### config.mk
export PLATFORM = sky130hd
export DESIGN_NAME = mem_arbiter
export DESIGN_NICKNAME = d
export VERILOG_FILES = /design/src/rtl/mem_arbiter.sv
export SDC_FILE = /design/constraint.sdc
export NUM_CORES = 1
export LEC_CHECK = 0
export CORE_ASPECT_RATIO = 1.2
export CORE_MARGIN = 2
export CORE_UTILIZATION = 33
export CTS_CLUSTER_SIZE = 30
export DETAILED_ROUTE_END_ITERATION = 8
export GPL_ROUTABILITY_DRIVEN = 0
export GPL_TIMING_DRIVEN = 0
export PLACE_DENSITY = 0.78
export SYNTH_ARGS = -nofsm -noshare
export SYNTH_HDL_FRONTEND = slang
export SYNTH_SLANG_ARGS = --single-unit
### constraint.sdc
create_clock -name clk -period 1.48 [get_ports clk]
set_input_delay 0.296 -clock clk [delete_from_list [all_inputs] [get_ports clk]]
set_output_delay 0.296 -clock clk [all_outputs]
set_load 0.01 [all_outputs]
### src/rtl/mem_arbiter.sv
// Two-port (fetch I / memory-stage D) arbiter in front of the unified mem_system.
// Optional watchdog on stuck transactions is enabled by defining MEM_ARB_WATCHDOG_EN.
module mem_arbiter #(
  parameter int STARVE_MAX = 4,
  parameter int WD_LIMIT   = 255
) (
  input  logic        clk,
  input  logic        rst,
  input  logic        i_rd,
  input  logic [15:0] i_addr,
  input  logic        d_rd,
  input  logic        d_wr,
  input  logic [15:0] d_addr,
  input  logic [15:0] d_wdata,
  output logic [15:0] i_data,
  output logic [15:0] d_data,
  output logic        i_done,
  output logic        d_done,
  output logic        i_stall,
  output logic        d_stall,
  output logic        err,
  output logic [15:0] m_addr,
  output logic [15:0] m_wdata,
  output logic        m_rd,
  output logic        m_wr,
  input  logic [15:0] m_data,
  input  logic        m_done,
  input  logic        m_stall
);

  typedef enum logic [1:0] {IDLE, GNT_I, GNT_D, TURN} state_e;

  state_e      state_q, state_d;
  logic        m_rd_q, m_rd_d;
  logic        m_wr_q, m_wr_d;
  logic [15:0] m_addr_q, m_addr_d;
  logic [15:0] m_wdata_q, m_wdata_d;
  logic [2:0]  starve_q, starve_d;
  logic        err_q, err_d;

  logic d_req_ok;
  logic d_req_bad;
  logic starve_full;

  // mem_system Stall is informational; m_done alone ends a transaction.
  logic unused_m_stall;
  assign unused_m_stall = m_stall;

`ifdef MEM_ARB_WATCHDOG_EN
  logic [7:0] wd_q, wd_d;
`else
  localparam int unused_wd_limit = WD_LIMIT;
`endif

  assign d_req_ok    = d_rd ^ d_wr;
  assign d_req_bad   = d_rd & d_wr;
  assign starve_full = (starve_q >= 3'(STARVE_MAX));

  always_comb begin
    state_d   = state_q;
    m_rd_d    = m_rd_q;
    m_wr_d    = m_wr_q;
    m_addr_d  = m_addr_q;
    m_wdata_d = m_wdata_q;
    starve_d  = starve_q;
    err_d     = err_q;
`ifdef MEM_ARB_WATCHDOG_EN
    wd_d      = wd_q;
`endif
    case (state_q)
      IDLE: begin
        if (d_req_bad) err_d = 1'b1;
        // D has priority unless I has been passed over STARVE_MAX times in a row.
        if (i_rd && (!d_req_ok || starve_full)) begin
          state_d   = GNT_I;
          m_rd_d    = 1'b1;
          m_wr_d    = 1'b0;
          m_addr_d  = i_addr;
          m_wdata_d = 16'h0000;
          starve_d  = 3'd0;
`ifdef MEM_ARB_WATCHDOG_EN
          wd_d      = 8'd0;
`endif
        end else if (d_req_ok) begin
          state_d   = GNT_D;
          m_rd_d    = d_rd;
          m_wr_d    = d_wr;
          m_addr_d  = d_addr;
          m_wdata_d = d_wdata;
          if (!i_rd)            starve_d = 3'd0;
          else if (!starve_full) starve_d = starve_q + 3'd1;
`ifdef MEM_ARB_WATCHDOG_EN
          wd_d      = 8'd0;
`endif
        end
      end
      GNT_I, GNT_D: begin
        if (m_done) begin
          state_d = TURN;
          m_rd_d  = 1'b0;
          m_wr_d  = 1'b0;
`ifdef MEM_ARB_WATCHDOG_EN
        end else if (wd_q == 8'(WD_LIMIT - 1)) begin
          // Abandon the access; the requester still stalls and is re-arbitrated.
          state_d = TURN;
          m_rd_d  = 1'b0;
          m_wr_d  = 1'b0;
          err_d   = 1'b1;
        end else begin
          wd_d = wd_q + 8'd1;
`endif
        end
      end
      TURN:    state_d = IDLE;
      default: state_d = IDLE;
    endcase
  end

  always_ff @(posedge clk or posedge rst) begin
    if (rst) begin
      state_q   <= IDLE;
      m_rd_q    <= 1'b0;
      m_wr_q    <= 1'b0;
      m_addr_q  <= 16'h0000;
      m_wdata_q <= 16'h0000;
      starve_q  <= 3'd0;
      err_q     <= 1'b0;
`ifdef MEM_ARB_WATCHDOG_EN
      wd_q      <= 8'd0;
`endif
    end else begin
      state_q   <= state_d;
      m_rd_q    <= m_rd_d;
      m_wr_q    <= m_wr_d;
      m_addr_q  <= m_addr_d;
      m_wdata_q <= m_wdata_d;
      starve_q  <= starve_d;
      err_q     <= err_d;
`ifdef MEM_ARB_WATCHDOG_EN
      wd_q      <= wd_d;
`endif
    end
  end

  assign m_rd    = m_rd_q;
  assign m_wr    = m_wr_q;
  assign m_addr  = m_addr_q;
  assign m_wdata = m_wdata_q;
  assign err     = err_q;

  assign i_data  = m_data;
  assign d_data  = m_data;
  assign i_done  = m_done & (state_q == GNT_I);
  assign d_done  = m_done & (state_q == GNT_D);
  assign i_stall = i_rd & ~i_done;
  assign d_stall = (d_rd | d_wr) & ~d_done;

endmodule

# Yosys cells after proc, flatten, opt, wreduce, memory -nomap -nowiden

Cells that the tools add are included.

Input bits: 71
Logic and storage cells: 55
Flip-flop bits (word level): 40

Eq/ne operators: 6
Reductions and logical operators: 12
$lt $le $gt $ge: 1
Add/sub/neg operators: 1
Muxes and demuxes: 19
Bitwise logic cells: 9

Operators by type and width:

| kind                                                                     | count |
|---|---|
| 16-bit two-way mux                                                       | 4 |
| 3-bit two-way mux                                                        | 4 |
| 2-bit two-way mux                                                        | 3 |
| 2-bit one-hot mux with 3 select lines                                    | 1 |
| 2-bit AND reduction                                                      | 3 |
| 3-bit AND reduction                                                      | 2 |
| 1-bit AND                                                                | 5 |
| 1-bit two-way mux                                                        | 5 |
| 2-bit == test (second input constant)                                    | 2 |
| 1-bit one-hot mux with 2 select lines                                    | 2 |
| 2-bit nonzero test                                                       | 2 |
| 3-bit by 1-bit adder with 3-bit output (second input constant)           | 1 |
| 3-bit greater-or-equal comparator (second input constant)                | 1 |
| 3-bit by 2-bit inequality test with 1-bit output (second input constant) | 1 |
| 3-bit inequality test (second input constant)                            | 1 |
| 2-bit by 1-bit == test with 1-bit output (second input constant)         | 1 |
| 2-bit logical NOT                                                        | 1 |
| 2-bit inequality test (second input constant)                            | 1 |
| 1-bit inverter                                                           | 2 |
| 2-bit OR reduction                                                       | 1 |
| 1-bit logical AND                                                        | 1 |
| 1-bit logical NOT                                                        | 1 |
| 1-bit logical OR                                                         | 1 |
| 1-bit bitwise OR                                                         | 1 |
| 1-bit bitwise XOR                                                        | 1 |

# Depth between registers and ports, before layout

Word-level depth: 6
Depth in mapped cells: 7

# Worst setup path after synthesis

OpenSTA, ideal clock, no wires.

Path kind: reg-to-reg
From: reg state_q[0]
To: reg m_wr_q, in the netlist m_wr
Period minus slack after synthesis: 1.592 ns
Buffers on the path: 0
Data required time: 1.355 ns
Setup slack: -0.112 ns
Library setup time: 0.125 ns
Stages on the path, launching flop included: 6
Arrival time: 1.467 ns
Path through: dfrtp_1 inv_1 ha_1 nor2b_1 a211oi_2 mux2_2

Word-level cells in the longest chain between the ends: 4
Elaborated cells between the ends (all ways): 9
Those cells by class: 4 x eq/ne; 1 x mux; 4 x reduce/logical

RTL lines:

| element                                                                          | RTL line | source |
|---|---|---|
| start: declaration                                                               | 33       | `state_e state_q, state_d;` |
| start signal: assignment                                                         | 132      | `state_q <= state_d;` |
| 2-bit by 1-bit == test with 1-bit output / 2-bit == test (equally long branches) | 70       | `case (state_q)` |
| 2-bit OR reduction                                                               | 70       |  |
| 2-bit inequality test (no line) / 2-bit nonzero test (equally long branches)     | n/a      |  |
| 3-bit AND reduction (no line)                                                    | n/a      |  |
| end signal: assignment                                                           | 134      | `m_wr_q <= m_wr_d;` |
| end: declaration                                                                 | 35       | `logic m_wr_q, m_wr_d;` |

Several ways; a longest one is shown, not always the timed one.
A chain may end at the register's enable or synchronous reset.

# Worst setup path in the final report

Same ends and word-level chain as after synthesis.

==> results_dict.tcl <==
set metrics [dict create \
    cap_viol_max_count 0 \
    floorplan.initialDensity_pct 33.7 \
    cts-hold-fix-buffers 0 \
    final_design_area_no_fill_um2 3810 \
    worst_hold_path_stage_count 3 \
    root_buffer "sky130_fd_sc_hd__clkbuf_8" \
    io_buffers 123 \
    wl_per_cell_um 15.4 \
    setup-tns-final_ns -0.469 \
    max_freq_mhz 615 \
    leakage_power_uw 0.00174 \
    grt_start_max_net_pins 41 \
    ys_ff_latch 40 \
    ys_seq_area_share_pct 46.6 \
    first_global_vias 2129 \
    synthesis.area_um2 2150 \
    post_route_cells_drive_above_1_share_pct 27.3 \
    layout_common_cells "sky130_fd_sc_hd__clkdlybuf4s50_1 (82), sky130_fd_sc_hd__buf_4 (46), sky130_fd_sc_hd__dfrtp_1 (39)" \
    arrival_ns 1.80 \
    total_die_area_um2 7170 \
    dp_worst_setup_slack_ns -0.624 \
    path_clk_slew_ns 0.08 \
    power_frac_seq_pct 30.9 \
    finalSetupViolations 6 \
    internal_power_uw 3810 \
    worstHoldEndpoint "m_rd" \
    die_height_um 92.4 \
    vdd_ir_drop_max_mv 1.02 \
    nets 428 \
    fillerInstances 535 \
    cp_max_fo 4 \
    synth_fp_nets 285 \
    worst_r2r_path_depth 5 \
    mostFrequentLayoutCell "sky130_fd_sc_hd__clkdlybuf4s50_1" \
    ios 142 \
    placement.cell_area_um2 3510 \
    synth_cell_type_count 25 \
    power_frac_comb_pct 56.6 \
    slowest_stage "sky130_fd_sc_hd__dfrtp_2" \
    ordered_list_of_cells_on_the_worst_path "inv_4 > ha_4 > nor2b_4 > a211oi_2 > mux2_4" \
    drt_wl_total_um 6730 \
    dp_hpwl_um 4700 \
    numCtsBuffers 5 \
    grt_use_total_pct 17.9 \
    core.rowCount 32 \
    slew_violations 0 \
    worst-r2r-setup-slack_ns -0.15 \
    htree_num_levels 2 \
    fin_worst_skew_ns 0.00870 \
    hold_path.startpoint "d_rd" \
    number_of_design_rule_violations_left_after_detail_routing 0 \
    design_power_total_uw 5990 \
    worst_path_largest_cell_delay_ns 0.46 \
    dp.cells 416 \
    clock_insertion_delay_worst_skew_ns 0.29 \
    syn_avg_cell_area_um2 10.3 \
    post-route-worst-setup-slack_ns -0.146 \
    final.period_utilization_pct 110 \
    slew-limit-headroom_pct 42.7 \
    layout_min_cycle_time_ns 1.63 \
    drtPass1Iterations 6 \
    status "complete, but fails checks" \
    worstSetupEndpointType "flop" \
    min-delay-path-class "in2reg" \
    timing.critical_path.required_ns 1.65 \
    crit_path_start_kind "flop" \
    route.detailed.vias_per_inst 4.89 \
    finish.cell_count_without_fillers 437 \
    flow.area_growth_from_synthesis_pct 77.2 \
    unrepaired_setup_endpoints_after_global_routing "yes" \
    cts_tree "done" \
    switching_share_pct 36.3 \
    worstMarginPinSlew_ns 0.858 \
    clkSinkCount 40 \
    grt_pass1_wl_um 10300 \
    global_route.overflow_total 0 \
    via_count 2135 \
    diodes 0 \
    fp.dieW_um 77.7 \
    timing.final.hold_violations 0 \
    cts_buffer_depth 2 \
    design.core.area_um2 6370 \
    power.switching_uw 2170 \
    rr_endpoint "m_wr" \
    share_clk_of_total_power_pct 12.5 \
    worstSetupPathType "reg2reg" \
    ant_nets 0 \
    power_density_nw_per_um2 1570 \
    iteration_0_drc_markers 125 \
    grt_antenna_before_repair 0 \
    critical_path.reg2reg.startpoint "state_q[0]" \
    yosysWarnings 0 \
    violated_checks "negative setup slack" \
    synthesis.instances 208 \
]
[routing by layer]
layer | share of wire [%] | routed length (um) | GRT usage [%]
met1 | 38 | 2530 | 21.3
met2 | 53 | 3560 | 30.5
met3 | 7.0 | 474 | 4.97
met4 | 2.4 | 160 | 6.99
met5 | 0 | 0 | 0
[flip-flops by register name (all words and copies together), names as in the netlist]
signal / flops
m_addr: 16
m_wdata: 16
starve_q: 3
state_q: 2
err: 1
m_rd: 1
m_wr: 1
[cells by family after synthesis]
group                      after synthesis  share of synthesized area (%)
DFF                                     40                           46.6
and+or+nand+nor                         27                           5.42
adders and majority gates                6                           3.49
AOI/OAI and AO/OA                       77                           24.3
muxes                                    4                           2.04
buffers and inverters                   54                           18.2
[critical path, delay by kind of cell (launching register included)]
kind            cells  cell delay, ns
compound gates      1            0.28
fa+ha+maj           1            0.21
buf+inv             1            0.10
flops               1            0.46
mux                 1            0.33
simple gates        1            0.13
[worst max path at each step]
| stage | startpoint | to | cells after the start |
|---|---|---|---|
| after floorplan | state_q[0] | state_q[0] | 5 |
| after global placement | rst | m_addr[0] | 2 |
| after detailed placement | d_rd | m_wdata[6] | 7 |
| after CTS | state_q[1] | i_stall | 5 |
| after global routing | state_q[1] | m_wr | 5 |
| final | state_q[0] | m_wr | 5 |
[through the flow]
stage                     utilization (%)  hold WS [ns]
after global routing                 59.8         0.478
after CTS                            58.3         0.478
after global placement               55.1         0.449
final                                59.8         0.467
after detailed placement             55.1         0.453
after floorplan                         -         0.429
[Yosys cell counts]
| master | n | area [um^2] |
|---|---|---|
| sky130_fd_sc_hd__o21a_1 | 1 | 7.51 |
| sky130_fd_sc_hd__clkbuf_1 | 1 | 3.75 |
| sky130_fd_sc_hd__o22ai_1 | 2 | 12.5 |
| sky130_fd_sc_hd__ha_1 | 6 | 75.1 |
| sky130_fd_sc_hd__mux2_2 | 3 | 33.8 |
| sky130_fd_sc_hd__a21oi_4 | 1 | 16.3 |
| sky130_fd_sc_hd__a22o_1 | 18 | 158 |
| sky130_fd_sc_hd__a211oi_2 | 2 | 25.0 |
| sky130_fd_sc_hd__inv_1 | 8 | 30.0 |
| sky130_fd_sc_hd__o21ai_4 | 1 | 16.3 |
| sky130_fd_sc_hd__buf_2 | 3 | 15.0 |
| sky130_fd_sc_hd__o21ai_0 | 16 | 80.1 |
| sky130_fd_sc_hd__buf_6 | 7 | 78.8 |
| sky130_fd_sc_hd__nor2b_1 | 2 | 12.5 |
| sky130_fd_sc_hd__mux2i_1 | 1 | 10.0 |
| sky130_fd_sc_hd__and2_1 | 2 | 12.5 |
| sky130_fd_sc_hd__a21o_1 | 1 | 7.51 |
| sky130_fd_sc_hd__nor2_1 | 21 | 78.8 |
| sky130_fd_sc_hd__o32ai_1 | 1 | 8.76 |
| sky130_fd_sc_hd__a21oi_1 | 18 | 90.1 |
| sky130_fd_sc_hd__dfrtp_1 | 40 | 1000 |
| sky130_fd_sc_hd__nand2_1 | 1 | 3.75 |
| sky130_fd_sc_hd__a31oi_1 | 16 | 100 |
| sky130_fd_sc_hd__buf_4 | 35 | 263 |
| sky130_fd_sc_hd__nand2b_2 | 1 | 8.76 |
[power groups by stage]
stage | clock [uW] | sequential (uW) | combinational (uW)
after floorplan | 0 | 2040 | 1470
after global placement | 0 | 1840 | 3050
after detailed placement | 0 | 1860 | 3130
after CTS | 774 | 1830 | 3210
after global routing | 825 | 1910 | 3640
final | 747 | 1850 | 3390
[layout make-up]
class	count	area, um^2	share of cell area (%)
buffer	45	355	9.34
clock buffer	8	90.1	2.37
inverter	8	32.5	0.855
multi-input combinational	114	893	23.5
sequential	40	1000	26.3
tap	85	106	2.79
timing repair buffer	137	1330	34.8
[what timing repair did]
item	in CTS	in global routing
gates resized for setup	65	17
endpoints found under the setup margin	72	39
buffers inserted	8	5
cloned	1	0
pin swaps	9	7
(Power assumes the default switching activity.)
